<file path="src/rtl/imem_loader_pkg.sv">
// Shared types and sizing for the instruction-memory program loader.
package imem_loader_pkg;

    typedef enum logic [2:0] {
        HDR_LO,
        HDR_HI,
        DATA,
        WRITE,
        CHECK,
        DONE,
        ERROR
    } loader_state_t;

    localparam int HDR_BYTES      = 2;
    localparam int BYTES_PER_WORD = 4;

endpackage

</file>
<file path="src/rtl/word_assembler.sv">
// Packs a little-endian byte stream into 32-bit words; word_full flags the
// accept that completes the current word.
module word_assembler
    import imem_loader_pkg::*;
(
    input  logic        clk,
    input  logic        reset,
    input  logic        accept,
    input  logic        clear,
    input  logic [7:0]  byte_in,
    output logic [31:0] word,
    output logic        word_full
);

    localparam int IDX_W = $clog2(BYTES_PER_WORD);
    localparam logic [IDX_W-1:0] LAST_IDX = IDX_W'(BYTES_PER_WORD - 1);

    logic [IDX_W-1:0] byte_idx;

    assign word_full = accept && (byte_idx == LAST_IDX);

    // Byte i lands in bits [8i+7:8i]; the index wraps so the next word restarts at byte 0.
    always_ff @(posedge clk) begin
        if (reset || clear) begin
            byte_idx <= '0;
            word     <= '0;
        end else if (accept) begin
            word[8*byte_idx +: 8] <= byte_in;
            byte_idx <= (byte_idx == LAST_IDX) ? '0 : byte_idx + IDX_W'(1);
        end
    end

endmodule

</file>
<file path="src/rtl/imem_prog_loader.sv">
// Boot loader: receives a 16-bit word count plus little-endian words and writes them
// into instruction memory, holding the core in reset until done. IMEM_LOADER_CHECKSUM_EN adds an XOR check byte.
module imem_prog_loader
    import imem_loader_pkg::*;
#(
    parameter int ADDR_W    = 8,
    parameter int MEM_WORDS = 256
) (
    input  logic              clk,
    input  logic              reset,
    input  logic              byte_valid,
    input  logic [7:0]        byte_data,
    output logic              byte_ready,
    input  logic              reload,
    output logic              imem_we,
    output logic [ADDR_W-1:0] imem_addr,
    output logic [31:0]       imem_wdata,
    output logic              core_reset,
    output logic              load_done,
    output logic              load_error,
    output logic [15:0]       words_loaded
);

    localparam logic [16:0] MAX_WORDS = 17'(MEM_WORDS);

`ifdef IMEM_LOADER_CHECKSUM_EN
    localparam loader_state_t FINISH_STATE = CHECK;
`else
    localparam loader_state_t FINISH_STATE = DONE;
`endif

    loader_state_t state, state_next;
    logic [15:0]   cnt;
    logic [15:0]   hdr_cnt;
    logic          accept;
    logic          asm_accept;
    logic          asm_clear;
    logic          word_full;
    logic [31:0]   asm_word;
    logic          check_ready;
    logic          restart;

    assign hdr_cnt    = {byte_data, cnt[7:0]};
    assign restart    = reload && (state == DONE || state == ERROR);
    assign byte_ready = !reset && (state == HDR_LO || state == HDR_HI || state == DATA || check_ready);
    assign accept     = byte_valid && byte_ready;
    assign asm_accept = accept && (state == DATA);
    assign asm_clear  = (accept && state == HDR_HI) || restart;

    word_assembler u_word_assembler (
        .clk       (clk),
        .reset     (reset),
        .accept    (asm_accept),
        .clear     (asm_clear),
        .byte_in   (byte_data),
        .word      (asm_word),
        .word_full (word_full)
    );

`ifdef IMEM_LOADER_CHECKSUM_EN
    logic [7:0] xor_acc;

    assign check_ready = (state == CHECK);

    always_ff @(posedge clk) begin
        if (reset || asm_clear) begin
            xor_acc <= '0;
        end else if (asm_accept) begin
            xor_acc <= xor_acc ^ byte_data;
        end
    end
`else
    assign check_ready = 1'b0;
`endif

    always_ff @(posedge clk) begin
        if (reset) begin
            state <= HDR_LO;
        end else begin
            state <= state_next;
        end
    end

    // The word index of a write is simply how many words this load has already written.
    always_ff @(posedge clk) begin
        if (reset) begin
            cnt          <= '0;
            words_loaded <= '0;
        end else begin
            if (accept && state == HDR_LO) begin
                cnt[7:0] <= byte_data;
            end
            if (accept && state == HDR_HI) begin
                cnt[15:8] <= byte_data;
            end
            if (state == WRITE) begin
                words_loaded <= words_loaded + 16'd1;
            end else if (restart) begin
                words_loaded <= '0;
            end
        end
    end

    always_comb begin
        state_next = state;
        imem_we    = 1'b0;
        imem_addr  = '0;
        imem_wdata = '0;
        core_reset = 1'b1;
        load_done  = 1'b0;
        load_error = 1'b0;
        case (state)
            HDR_LO: begin
                if (accept) state_next = HDR_HI;
            end
            HDR_HI: begin
                // Bound check happens before any write, so imem_addr can never wrap.
                if (accept) begin
                    if (hdr_cnt == 16'd0) begin
                        state_next = FINISH_STATE;
                    end else if ({1'b0, hdr_cnt} > MAX_WORDS) begin
                        state_next = ERROR;
                    end else begin
                        state_next = DATA;
                    end
                end
            end
            DATA: begin
                if (word_full) state_next = WRITE;
            end
            WRITE: begin
                imem_we    = 1'b1;
                imem_addr  = words_loaded[ADDR_W-1:0];
                imem_wdata = asm_word;
                state_next = ((words_loaded + 16'd1) == cnt) ? FINISH_STATE : DATA;
            end
`ifdef IMEM_LOADER_CHECKSUM_EN
            CHECK: begin
                if (accept) state_next = (byte_data == xor_acc) ? DONE : ERROR;
            end
`endif
            DONE: begin
                core_reset = 1'b0;
                load_done  = 1'b1;
                if (reload) state_next = HDR_LO;
            end
            ERROR: begin
                load_error = 1'b1;
                if (reload) state_next = HDR_LO;
            end
            default: begin
                state_next = HDR_LO;
            end
        endcase
    end

endmodule

</file>
<file path="config.mk">
export PLATFORM = sky130hd
export DESIGN_NAME = imem_prog_loader
export DESIGN_NICKNAME = d
export VERILOG_FILES = /design/src/rtl/imem_loader_pkg.sv /design/src/rtl/word_assembler.sv /design/src/rtl/imem_prog_loader.sv
export SDC_FILE = /design/constraint.sdc
export NUM_CORES = 1
export LEC_CHECK = 0
export CAP_MARGIN = 20
export CORE_UTILIZATION = 47
export CTS_BUF_LIST = sky130_fd_sc_hd__clkbuf_16
export DETAILED_ROUTE_END_ITERATION = 12
export PLACE_DENSITY = 0.76
export SLEW_MARGIN = 20
export SYNTH_ARGS = -nofsm -noshare
export SYNTH_HDL_FRONTEND = slang
export SYNTH_SLANG_ARGS = --single-unit
</file>
<file path="constraint.sdc">
create_clock -name clk -period 2.1 [get_ports clk]
set_input_delay 0.525 -clock clk [delete_from_list [all_inputs] [get_ports clk]]
set_output_delay 0.525 -clock clk [all_outputs]
set_load 0.005 [all_outputs]
</file>
# == After elaboration in Yosys (flattened, before gate mapping) ==
# Cells that the tools add are included.
# totals
register_bits,69
latch_bits,0
mem_bits_rw,0
rom_bits,0
out_inout_bits,61
word_cells,59
memories,0
# op_classes
addsub,3
multipliers,0
div_mod_pow,0
order_cmp,1
eq_ne,11
n_shift,2
mux,18
n_bitwise,0
n_reduce_logical,18
# ops
cell,n
5-bit negator with 34-bit output,1
8-bit by 34-bit variable shift with 32-bit output (first input constant),1
8-bit by 34-bit indexed part select with 32-bit output,1
32-bit bitwise mux,1
16-bit two-way mux,2
32-bit two-way mux,1
3-bit two-way mux,7
16-bit by 1-bit adder with 16-bit output (second input constant),1
16-bit == test,1
16-bit by 9-bit greater-than comparator with 1-bit output (second input constant),1
16-bit logical NOT,1
3-bit one-hot mux with 5 select lines,1
8-bit two-way mux,1
1-bit logical AND,7
3-bit by 2-bit == test with 1-bit output (second input constant),2
3-bit == test (second input constant),2
1-bit logical OR,5
1-bit two-way mux,4
2-bit by 1-bit inequality test with 1-bit output (second input constant),2
2-bit inequality test (second input constant),2
4-bit AND reduction,1
3-bit by 1-bit == test with 1-bit output (second input constant),1
3-bit logical NOT,1
2-bit by 1-bit adder with 2-bit output (second input constant),1
other kinds (5),5

# == Depth between registers and ports, before layout ==
# depth
word_depth,9
depth_mapped,9
mapped_depth_nobuf,7

# == Modules after synthesis ==
# Synthesis repeated with hierarchy kept, for this count alone.
# unflattened
hier_cells,459
hier_area_um2,3858.7
# modules_own_cells
mod,instances,cells_each,area_per_inst_um2
imem_prog_loader,1,332,2521.2
word_assembler,1,127,1337.5

# == Least setup slack after synthesis ==
# Ideal clock, no wire load.
# synth_path
kind,register to register
from,reg words_loaded[0]
to,reg state[0]
setup_ps,79
t_arrival_ps,2006
required_ps,2021
slack_ps,15
stages_incl_launch_ff,8
path_buffers,0
period_less_slack_ps,2085
path_cell_list,dfxtp_1 -> ha_1 -> nand3_4 -> xnor2_1 -> or3_1 -> a221oi_2 -> nand4_1 -> a211oi_2
# synth_between
elab_chain_cells,4
# synth_rtl
item,line_no,text
from (decl),imem_prog_loader.sv:21,output logic [15:0] words_loaded
from (signal assigned),imem_prog_loader.sv:97,words_loaded <= words_loaded + 16'd1;
16-bit by 1-bit adder with 16-bit output,imem_prog_loader.sv:135,state_next = ((words_loaded + 16'd1) == cnt) ? FINISH_STATE : DATA;
16-bit == test,imem_prog_loader.sv:135,
3-bit two-way mux,imem_prog_loader.sv:135,
3-bit one-hot mux with 5 select lines,imem_prog_loader.sv:112,case (state)
to (signal assigned),imem_prog_loader.sv:80,state <= state_next;
to (decl),imem_prog_loader.sv:32,"loader_state_t state, state_next;"
# Every way passes these cells.
# A chain may end at the register's enable or synchronous reset.

# == Worst setup path after layout ==
# layout_path
from,reg state[1]
to,out load_error
# layout_between
elab_chain_cells,2
# layout_rtl
item,line_no,text
3-bit == test,imem_prog_loader.sv:112,
1-bit two-way mux,imem_prog_loader.sv:112,
to (decl),imem_prog_loader.sv:20,"output logic load_error,"
# Every way passes these cells.

==> flow_metrics.py <==
metrics = {
    "pwr": {
        "irDropWorstVdd_mv": 0.432,
        "power.switching_uw": 760,
        "p_seq_frac": 0.413,
        "power.leakage_nw": 2.30,
        "sw_frac_of_total": 0.234,
        "p_comb_frac": 0.089,
        "pwr-share-clk": 0.499,
        "p_int_mw": 2.49,
        "p_total_mw": 3.25,
        "power_density_nw_per_um2": 582,
    },
    "route": {
        "via_per_inst": 5.70,
        "antenna_left": 0,
        "first_pass_iters": 6,
        "vias": 4031,
        "wl_per_cell_um": 16.6,
        "drc": 0,
        "finalWirelength_um": 11700,
        "drtIter0Drc": 368,
    },
    "clocking": {
        "numCtsBuffers": 9,
        "cts_tree": "yes",
        "cts_hold_buffers": 0,
        "cts.clk_slew.worst_paths_ns": 0.06,
        "clockRootBuffer": "clkbuf_16",
        "htreeDepth": 3,
        "cts_buffer_depth": 2,
        "cts.sinks": 69,
        "insertion_delay_ns": 0.34,
    },
    "die": {
        "die_x_um": 92.5,
        "dieHeight_um": 92.5,
        "start_util": 0.493,
        "io-pin-count": 73,
        "fp-row-count": 32,
        "dieArea_um2": 8550,
        "core_area_um2": 7810,
    },
    "flow_run": {
        "drv_cap": 0,
    },
    "yosys": {
        "ys_seq_area_frac": 0.359,
        "async_flop_share": 0,
        "avgSynthCellArea_um2": 7.92,
        "ys_types": 58,
        "synthesis.area_um2": 3850,
        "synth-warning-count": 0,
        "synth-compound-area-share": 0.159,
        "yosys-mux-area-fraction": 0.0416,
        "ys.flop_type": "dfxtp_1",
        "synth_xor_area_frac": 0.0501,
        "synthCells": 486,
        "syn_nets": 505,
        "synth_top_family_by_area": "simple AND/OR/NAND/NOR gates",
        "synthSimpleGateAreaFrac": 0.316,
        "synth_adder_area_share": 0.0228,
        "synth_edf_count": 0,
        "ys_seq_elements": 69,
    },
    "placed_design": {
        "dp_cells": 674,
        "dpl_cell_area_um2": 4930,
        "gp_congestion": 0.864,
        "place_ws_ns": -0.264,
        "dp_hpwl_um": 7250,
        "numPortBuffers": 72,
    },
    "worst_setup_path": {
        "crit_end": "load_error",
        "end_kind": "output pin",
        "crit_arrival_ns": 1.63,
        "cp_max_fo": 16,
        "ff2ff_path_depth": 9,
        "worstSetupPathType": "reg -> out",
        "regToRegSetupSlack_ns": 0.10,
        "r2r-start": "words_loaded[0]",
        "reg2reg_to": "state[2]",
        "worst_ep_required_time_ns": 1.57,
        "start_kind": "flop",
        "critPathLaunch": "state[1]",
    },
    "timing": {
        "period_share": 1.03,
        "finClkSkew_ns": 0.00539,
        "finalHoldViolations": 0,
        "setup_viol": 16,
        "layout_setup_ws_ns": -0.0590,
        "slew_violations": 0,
        "rsz0062_at_grt": "yes",
        "slew_headroom": 0.649,
        "tns_ns": -0.564,
        "fmax_mhz": 463,
        "period_needed_ns": 2.16,
        "worstMarginPinSlew_ns": 0.523,
    },
    "min_path": {
        "hold_class": "reg -> reg",
    },
    "finish": {
        "layout-drive-gt1-share": 0.293,
        "fin_cells": 707,
        "final_cell_area_um2": 5590,
        "syn2layout_area_growth_pct": 45.4,
        "diodes": 0,
        "nNetsFinal": 619,
    },
    "global_routing": {
        "grt_pass1_vias": 3812,
        "grt_overflow_total": 0,
        "grt_max_degree": 37,
        "grt_pass1_wl_um": 18500,
        "antenna_found_initial": 0,
        "grt_use_total": 0.277,
    },
    "outcome": {
        "violations": "negative setup slack",
        "outcome": "finished, violations left",
    },
}
-- critical path, stage by stage (launching register included) --
cell	delay [ns]
dfxtp_2	0.34
buf_6	0.17
nor2b_2	0.17
and2_1	0.13
clkdlybuf4s50_1	0.49
-- cells in the final DEF (no fill, tap or decap), drive strengths merged, types with 4 or more instances in the layout --
master and n:
clkdlybuf4s50 29, clkbuf 11, nand4 6, o21ai 18
nor3b 4, mux2i 16, ha 7, nor3 12
and3 8, nor2 47, nand2b 4, and2 42
dfxtp 69, a21oi 60, nand2 48, xor2 11
a31oi 5, inv 9, buf 101, or3 4
nand3 38, a211oi 4, xnor2 11, nor4 4
-- worst min-delay path by stage --
stage                              start                        end  slack [ns]  cells past startpoint
2_1_floorplan  u_word_assembler.word[10]  u_word_assembler.word[10]        0.43                      2
3_3_place_gp    u_word_assembler.word[1]   u_word_assembler.word[1]        0.44                      2
3_5_place_dp    u_word_assembler.word[1]   u_word_assembler.word[1]        0.44                      2
4_1_cts        u_word_assembler.word[17]  u_word_assembler.word[17]        0.46                      2
5_1_grt        u_word_assembler.word[14]  u_word_assembler.word[14]        0.48                      2
6_report       u_word_assembler.word[23]  u_word_assembler.word[23]        0.45                      2
-- state kept, by name (all words and copies together), names as in the netlist --
register / flops
u_word_assembler.word: 32
cnt: 16
words_loaded: 16
state: 3
u_word_assembler.byte_idx: 2
-- final cells by class --
cell class                 count  area (um2)
sequential                    69        1390
clock inverter                 7        91.3
multi-input combinational    378        2380
tap                          102         128
timing repair buffer         134        1340
inverter                       8        37.5
fill                         588        2210
clock buffer                   9         225
-- cells by family after synthesis --
group                    Yosys count
AND/OR/NAND/NOR                  229
AO/OA/AOI/OAI                    104
flip-flops                        69
buffers and inverters             39
XOR/XNOR                          22
multiplexers                      16
adder cells (fa/ha/maj)            7
-- Yosys cell counts (10+ instances only) --
cell type  instances  area [um2]
nor2_1            45         169
nor3_1            10        50.1
xor2_1            11        96.3
o21ai_0           18        90.1
dfxtp_1           69        1380
xnor2_1           11        96.3
a21oi_1           59         295
nand2_1           48         180
mux2i_1           16         160
and2_1            40         250
clkbuf_1          19        71.3
nand3_1           36         180
-- per-stage QoR --
stage,util,hold slack [ns]
after floorplan,-,0.427
after global placement,0.631,0.435
after detailed placement,0.631,0.440
after CTS,0.704,0.456
after global routing,0.717,0.478
final,0.717,0.454
-- metal layers --
layer	vias to the layer above	wire [um]	global-route usage
met5	-	0	0
met4	0	443	0.145
met3	39	915	0.0501
met2	197	5750	0.467
met1	1883	4640	0.336
li1	1912	-	-
-- what timing repair did --
item | CTS | global route
buffers inserted | 8 | 8
gates resized for setup | 197 | 51
cloned | 4 | 1
pin swaps | 13 | 18
setup endpoints to repair | 46 | 36
-- power by group through the flow --
stage               clock network (mW)  logic (mW)  registers, mW
finish                            1.62       0.289           1.34
global route                      1.71       0.310           1.34
CTS                               1.62       0.283           1.34
detailed placement                   0       0.263           1.37
global placement                     0       0.257           1.37
floorplan                            0       0.150           1.37
(Power assumes the default switching activity.)
